<file path="src/rtl/seg7_scan_display_pkg.sv">
// Shared constants and hex-digit segment table for the 4-digit scanned display.
// Segment encoding is gfedcba (bit6..bit0), active-high in the table.
package seg7_scan_display_pkg;

    localparam int          NUM_DIGITS = 4;
    localparam logic [6:0]  SEG_BLANK  = 7'h7F;

    function automatic logic [6:0] hex_seg(input logic [3:0] nib);
        logic [6:0] seg;
        case (nib)
            4'h0:    seg = 7'h3F;
            4'h1:    seg = 7'h06;
            4'h2:    seg = 7'h5B;
            4'h3:    seg = 7'h4F;
            4'h4:    seg = 7'h66;
            4'h5:    seg = 7'h6D;
            4'h6:    seg = 7'h7D;
            4'h7:    seg = 7'h07;
            4'h8:    seg = 7'h7F;
            4'h9:    seg = 7'h6F;
            4'hA:    seg = 7'h77;
            4'hB:    seg = 7'h7C;
            4'hC:    seg = 7'h39;
            4'hD:    seg = 7'h5E;
            4'hE:    seg = 7'h79;
            default: seg = 7'h71;
        endcase
        return seg;
    endfunction

endpackage

</file>
<file path="src/rtl/seg7_scan_display_hex.sv">
// Nibble to active-low 7-segment pattern; purely combinational.
// No state, no handshake.
module hex_to_seg7
    import seg7_scan_display_pkg::*;
(
    input  logic [3:0] i_nib,
    output logic [6:0] o_seg_n
);

    assign o_seg_n = ~hex_seg(i_nib);

endmodule

</file>
<file path="src/rtl/seg7_scan_display.sv">
// Captures a 16-bit value and PC byte, scans four hex digits with a prescaled counter.
// All display outputs are registered: one clk behind the internal scan/capture state.
module seg7_scan_display
    import seg7_scan_display_pkg::*;
#(
    parameter int REFRESH_DIV = 50000,
    parameter int CHG_HOLD    = 25000000,
    parameter int BLANK_LZ    = 0
) (
    input  logic        clk,
    input  logic        reset_n,
    input  logic        capture_en,
    input  logic [15:0] data_in,
    input  logic [7:0]  pc_in,
    output logic [6:0]  seg_n,
    output logic        dp_n,
    output logic [3:0]  an_n,
    output logic [7:0]  led
);

    localparam int PRE_W = (REFRESH_DIV < 2) ? 1 : $clog2(REFRESH_DIV);
    localparam int CHG_W = (CHG_HOLD < 1) ? 1 : $clog2(CHG_HOLD + 1);
    localparam int DIG_W = $clog2(NUM_DIGITS);

    logic [PRE_W-1:0] r_presc;
    logic [DIG_W-1:0] r_digit;
    logic [15:0]      r_data_q;
    logic [7:0]       r_led;
    logic [CHG_W-1:0] r_chg_cnt;
    logic [6:0]       r_seg_n;
    logic             r_dp_n;
    logic [3:0]       r_an_n;

    logic             w_presc_tc;
    logic             w_data_chg;
    logic             w_blank;
    logic [3:0]       w_nib;
    logic [6:0]       w_seg_n;

    assign w_presc_tc = (r_presc == PRE_W'(REFRESH_DIV - 1));
    assign w_data_chg = capture_en && (data_in != r_data_q);
    assign w_nib      = r_data_q[{r_digit, 2'b00} +: 4];

    hex_to_seg7 u_hex (
        .i_nib   (w_nib),
        .o_seg_n (w_seg_n)
    );

    // Leading-zero blanking: a digit goes dark when it and everything above it is zero.
    always_comb begin
        w_blank = 1'b0;
        if (BLANK_LZ != 0) begin
            case (r_digit)
                2'd1:    w_blank = (r_data_q[15:4]  == 12'h000);
                2'd2:    w_blank = (r_data_q[15:8]  == 8'h00);
                2'd3:    w_blank = (r_data_q[15:12] == 4'h0);
                default: w_blank = 1'b0;
            endcase
        end
    end

    always_ff @(posedge clk) begin
        if (!reset_n) begin
            r_presc   <= '0;
            r_digit   <= '0;
            r_data_q  <= '0;
            r_led     <= '0;
            r_chg_cnt <= '0;
            r_seg_n   <= SEG_BLANK;
            r_an_n    <= 4'hF;
            r_dp_n    <= 1'b1;
        end else begin
            r_presc <= w_presc_tc ? '0 : r_presc + 1'b1;
            if (w_presc_tc) begin
                r_digit <= r_digit + 1'b1;
            end

            if (capture_en) begin
                r_data_q <= data_in;
                r_led    <= pc_in;
            end

            // Reload on every genuine value change; otherwise bleed down to zero.
            if (w_data_chg) begin
                r_chg_cnt <= CHG_W'(CHG_HOLD);
            end else if (r_chg_cnt != '0) begin
                r_chg_cnt <= r_chg_cnt - 1'b1;
            end

            if (w_blank) begin
                r_seg_n <= SEG_BLANK;
                r_an_n  <= 4'hF;
                r_dp_n  <= 1'b1;
            end else begin
                r_seg_n <= w_seg_n;
                r_an_n  <= ~(4'b0001 << r_digit);
                r_dp_n  <= !((r_digit == '0) && (r_chg_cnt != '0));
            end
        end
    end

    assign seg_n = r_seg_n;
    assign dp_n  = r_dp_n;
    assign an_n  = r_an_n;
    assign led   = r_led;

endmodule

</file>
<file path="config.mk">
export PLATFORM = sky130hd
export DESIGN_NAME = seg7_scan_display
export DESIGN_NICKNAME = d
export VERILOG_FILES = /design/src/rtl/seg7_scan_display_pkg.sv /design/src/rtl/seg7_scan_display_hex.sv /design/src/rtl/seg7_scan_display.sv
export SDC_FILE = /design/constraint.sdc
export NUM_CORES = 1
export LEC_CHECK = 0
export BUFFER_PORTS_ARGS = -buffer_cell sky130_fd_sc_hd__buf_2
export CAP_MARGIN = 30
export CORE_AREA = 4 4 93 95
export DETAILED_ROUTE_END_ITERATION = 12
export DIE_AREA = 0 0 97 99
export PLACE_DENSITY = 0.67
export SKIP_CTS_REPAIR_TIMING = 1
export SLEW_MARGIN = 5
export SYNTH_ARGS = -nofsm -noshare
export SYNTH_HDL_FRONTEND = slang
export SYNTH_SLANG_ARGS = --single-unit
export TNS_END_PERCENT = 5
</file>
<file path="constraint.sdc">
create_clock -name clk -period 3.1 [get_ports clk]
set_input_delay 0.155 -clock clk [delete_from_list [all_inputs] [get_ports clk]]
set_output_delay 0.155 -clock clk [all_outputs]
set_load 0.02 [all_outputs]
</file>
; ---- Word-level counts from Yosys, hierarchy flattened
; Memories as Yosys holds them, arrays and structs flattened.
; Cells that the tools add are included.
[word_totals]
ff_bits = 79
mem_bits_ro = 112
in_bits = 27
wordCells = 30
memories = 1
[memory_table]
columns = memory, depth, word_bits, read_ports, rd_clocked_by_memory_dff, wr, line_no
row1 = (name not given), 16, 7, 1, 0, 0, seg7_scan_display_pkg.sv:10  ; case (nib)
[classes]
addsub = 3
eq_ne = 2
n_shift = 2
mux = 2
bitwise = 3
n_reduce_logical = 8
[ops]
columns = op, n
row1 = $mux W25, 2
row2 = $reduce_bool A25 Y1, 1
row3 = $sub A25 B1 Y25 const B, 1
row4 = $add A16 B1 Y16 const B, 1
row5 = $eq A16 B16 Y1 const B, 1
row6 = $ne A16 B16 Y1, 1
row7 = $shiftx A16 B5 Y4, 1
row8 = $not A7 Y7, 1
row9 = $not A4 Y4, 1
row10 = $reduce_or A2 Y1, 2
row11 = $shl A1 B2 Y4 const A, 1
row12 = $add A2 B1 Y2 const B, 1
row13 = $logic_and A1 B1 Y1, 2
row14 = $logic_not A2 Y1, 1
row15 = $reduce_bool A2 Y1, 1
row16 = $logic_not A1 Y1, 1
row17 = $not A1 Y1, 1

; ---- Longest topological paths before layout
[logic_depth]
ltp_word = 3
depth_mapped = 9

; ---- Cells and area by module
; A second synthesis with hierarchy kept.
[unflattened]
cells_unflattened = 397
hier_area_um2 = 3746.1
[by_module_without_submodules]
columns = mod, instances, cells_each, area_each_um2
row1 = seg7_scan_display, 1, 366, 3493.4
row2 = hex_to_seg7, 1, 31, 252.7

; ---- Worst setup path after synthesis
; OpenSTA, ideal clock, no wires.
[synth_timing]
kind = register to register
from = register r_chg_cnt[0]
to = register r_chg_cnt[22]
setup_time_ps = 132
t_arrival_ps = 2069
path_slack_ps = 899
stages_incl_launch_ff = 9
n_path_buf = 1
synth_period_minus_slack_ps = 2201
path_cell_list = dfxtp_1 inv_1 ha_1 or4b_1 or4_4 buf_6 o211ai_1 xor2_1 a21oi_1
[synth_between]
elab_chain_len = 3
[synth_rtl]
columns = item, line_no
row1 = "start, declared", seg7_scan_display.sv:29  ; logic [CHG_W-1:0] r_chg_cnt;
row2 = "start signal, assigned", seg7_scan_display.sv:85  ; r_chg_cnt <= CHG_W'(CHG_HOLD);
row3 = "start signal, assigned", seg7_scan_display.sv:87  ; r_chg_cnt <= r_chg_cnt - 1'b1;
row4 = $sub A25 B1 Y25, seg7_scan_display.sv:87
row5 = $mux W25, seg7_scan_display.sv:86  ; end else if (r_chg_cnt != '0) begin
row6 = $mux W25, seg7_scan_display.sv:84  ; if (w_data_chg) begin
; Parallel ways exist; a longest one is shown, timed or not. The select of a mux whose other input is x is not followed.
; A chain may end at the register's enable or synchronous reset.

; ---- Worst setup path after layout
[layout_timing]
from = register r_chg_cnt[0]
to = register r_chg_cnt[21]
; Same word-level chain as after synthesis.

==> out/metrics.yaml <==
global_route:
  grt_pass1_wl_microns: 13000
  grt-ovfl-total: 0
  grt_pass1_vias: 2844
  antenna_found_initial: 0
  grtUsageTotal_pct: 16.3
  grt_max_degree: 29
power_and_ir_drop:
  netSwitchingFraction_pct: 25.6
  irDropWorstVdd_mv: 0.287
  clockPowerShare_pct: 35.7
  p_comb_share_pct: 14.5
  p_total_uw: 2240
  p_switching_uw: 575
  leakage_uw: 0.00169
  intPower_uw: 1670
  power_frac_seq_pct: 49.8
  p_per_area_nw_per_um2: 531
worst_setup_path:
  crit_family: "simple AND/OR/NAND/NOR gates"
  start_kind: "register"
  rrSetupSlack_ns: 0.61
  cp_max_fo: 13
  rr_worst_depth: 7
  max_stage_delay_ns: 0.63
  path_cells: "inv_1 -> ha_1 -> or4b_1 -> or4_4 -> nor2_2 -> o21ai_0 -> a31oi_1"
  worstSetupStartpoint: "r_chg_cnt[0]"
  path_depth: 7
  reg2reg_from: "r_chg_cnt[0]"
  cp_data_arrival_time_ns: 2.76
  cp_slowest_cell: "or4_4"
  r2r-end: "r_chg_cnt[21]"
  cp_num_buf_inv: 1
  setup.worst_path.class: "register to register"
  required_ns: 3.37
  worst_setup_path_end_kind: "register"
drt:
  route.detailed.drc: 0
  routed_wl_microns: 7360
  via_per_inst: 5.29
  post_drt_wl_per_cell_microns: 13.5
  drt_iter0_markers: 131
  drt-pass1-iter-count: 4
  num_vias: 2889
  drtAntennaViolNets: 0
clocking:
  h-tree-depth: 3
  clockRootBuffer: "clkbuf_8"
  clkLatencyLatePin_ns: 0.35
  cts_tree: "done"
  clock_path_buffers: 2
  clock-sinks: 79
  numCtsBuffers: 9
  clkSlewWorstSetupHoldPaths_ns: 0.08
yosys:
  syn_nets: 436
  synthFlopType: "dfxtp_1"
  yosysTopAreaCell: "dfxtp_1"
  ys_warn_count: 0
  syn_area_per_cell_sq_um: 9.34
  synth_area_leaders: "dfxtp_1 43%, mux2i_1 7.6%, nor2_1 6.2%, xnor2_1 5.7%, ha_1 4.1%"
  netlist_area_sq_um: 3710
  synth_cells: 397
  async_reset_ff_share_pct: 0
  yosysUniqueCellTypes: 52
  ys_seq_area_share_pct: 42.7
  synth_top_area_share_pct: 42.7
  synth.ff_latch_count: 79
  synth-edff-count: 0
final_layout:
  layout-drive-gt1-share_pct: 18.5
  n_antenna_cell: 0
  stdcell_count: 546
  postLayoutCoreUtil_pct: 54.7
  multi_input_area_sq_um: 2000
  areaGrowthSynthToFinish_pct: 14.0
  fin_nets: 478
  fill_cells: 723
  seq_area_sq_um: 1580
floorplan:
  die-width_microns: 97
  num_io_pins: 47
  start_util_pct: 48.0
  fp.dieH_microns: 99
  dieArea_sq_um: 9600
  placementRows: 32
  core_area_sq_um: 7730
timing:
  fin_ws_ns: 0.615
  worst_slew_pin_slew_ns: 0.618
  rsz0062_at_grt: "false"
  drv_slew: 0
  min_period_over_period_pct: 80.2
  setup_tns_ns: 0
  fin_crit_ns: 2.49
  finalHoldViolations: 0
  fin_skew_ns: 0.00810
  fmax_mhz: 402
  setup_viol: 0
  slew_headroom_pct: 58.5
placed_design:
  port_buffers: 46
  gp_congestion: 0.820
  dp.final_hpwl_microns: 5280
  dp_slack_ns: 0.641
  placedCellCount: 530
worst_hold_path:
  hold_class: "input port to register"
  min_from: "pc_in[7]"
  min_delay_path_depth: 3
  hold_end: "led[7]"
outcome:
  status: "completed"
flow_run:
  cap_violations: 0
power groups by stage:
stage | sequential (uW) | clock (uW) | combinational [uW]
final | 1120 | 801 | 325
after detailed placement | 1140 | 0 | 325
after CTS | 1120 | 828 | 327
after global routing | 1120 | 871 | 365
after floorplan | 1150 | 0 | 225
after global placement | 1140 | 0 | 320
worst max path at each step:
stage / to / slack (ns)
finish: r_chg_cnt[21] / 0.61
detailed placement: r_chg_cnt[21] / 0.64
global placement: r_chg_cnt[15] / 0.70
CTS: r_chg_cnt[21] / 0.61
global route: r_chg_cnt[15] / 0.38
floorplan: r_chg_cnt[22] / 0.90
per-stage QoR:
step	hold WS, ns	cell area, sq um
after CTS	0.0283	4230
after detailed placement	0.401	4020
final	0.0399	4230
after floorplan	0.302	3710
after global routing	0.0502	4230
after global placement	0.388	4020
cell families after synthesis:
logic type | Yosys count | share of synthesized area, %
and+or+nand+nor | 150 | 21.3
DFF | 79 | 42.7
AOI/OAI and AO/OA | 51 | 8.47
xor gates and xnor gates | 41 | 9.69
muxes | 33 | 10.3
buffers and inverters | 31 | 3.48
adders and majority gates | 12 | 4.05
worst min-delay path, cell delays in order:
cell and delay, ns:
buf_2 0.07, mux2i_1 0.06, nor2_1 0.07
state kept, by name (all words and copies together) (netlist names):
signal,cells
seg_n,7
r_chg_cnt,25
dp_n,1
r_data_q,16
led,8
r_presc,16
r_digit,2
an_n,4
cell usage after synthesis (all sizes together), types with 4 or more instances:
master / count
mux2i: 28
a31oi: 7
nor2: 62
o21ai: 11
nand2b: 4
xnor2: 24
mux4: 4
and2: 4
clkbuf: 18
or3: 12
or4: 6
dfxtp: 79
inv: 11
nand4: 8
nand2: 18
nor4: 6
xor2: 17
a21oi: 18
nor3: 4
nand3: 8
ha: 12
layout make-up:
type	count	area share, %
inverters	11	0.977
clock buffers	12	3.20
repair buffers	51	6.34
flip-flops and latches	79	37.4
well taps	102	3.02
multi-input cells	287	47.4
clock inverters	4	1.66
cell usage in the layout (no fill, tap or decap), types with 3 or more instances in the layout:
master / netlist / routed
buf_4: 1 / 5
a21oi_1: 18 / 18
ha_1: 12 / 12
nand2b_1: 4 / 4
o21ai_1: 5 / 5
nor2_1: 61 / 61
mux4_2: 4 / 4
o211ai_1: 3 / 3
xor2_1: 17 / 17
nand2_1: 18 / 18
nor4_1: 5 / 5
clkbuf_8: 0 / 9
a31oi_1: 7 / 7
or3_1: 12 / 12
o21ai_0: 6 / 6
or4_4: 4 / 4
nand3_1: 8 / 8
clkbuf_1: 17 / 3
mux2i_1: 28 / 28
inv_1: 11 / 11
buf_2: 0 / 46
xnor2_1: 24 / 24
nor4b_1: 3 / 3
and2_1: 4 / 4
o31ai_1: 3 / 3
nor3_1: 4 / 4
dfxtp_1: 79 / 79
nand4_1: 7 / 7
metal layers:
metal / routed length (microns) / share of wire (%) / track usage, % / vias up
met5: 0 / 0 / 0 / -
met4: 187 / 2.5 / 8.21 / 0
met3: 255 / 3.5 / 3.11 / 16
met2: 3320 / 45 / 25.3 / 54
met1: 3600 / 49 / 21.6 / 1348
li1: - / - / - / 1471
(Power assumes the default switching activity.)
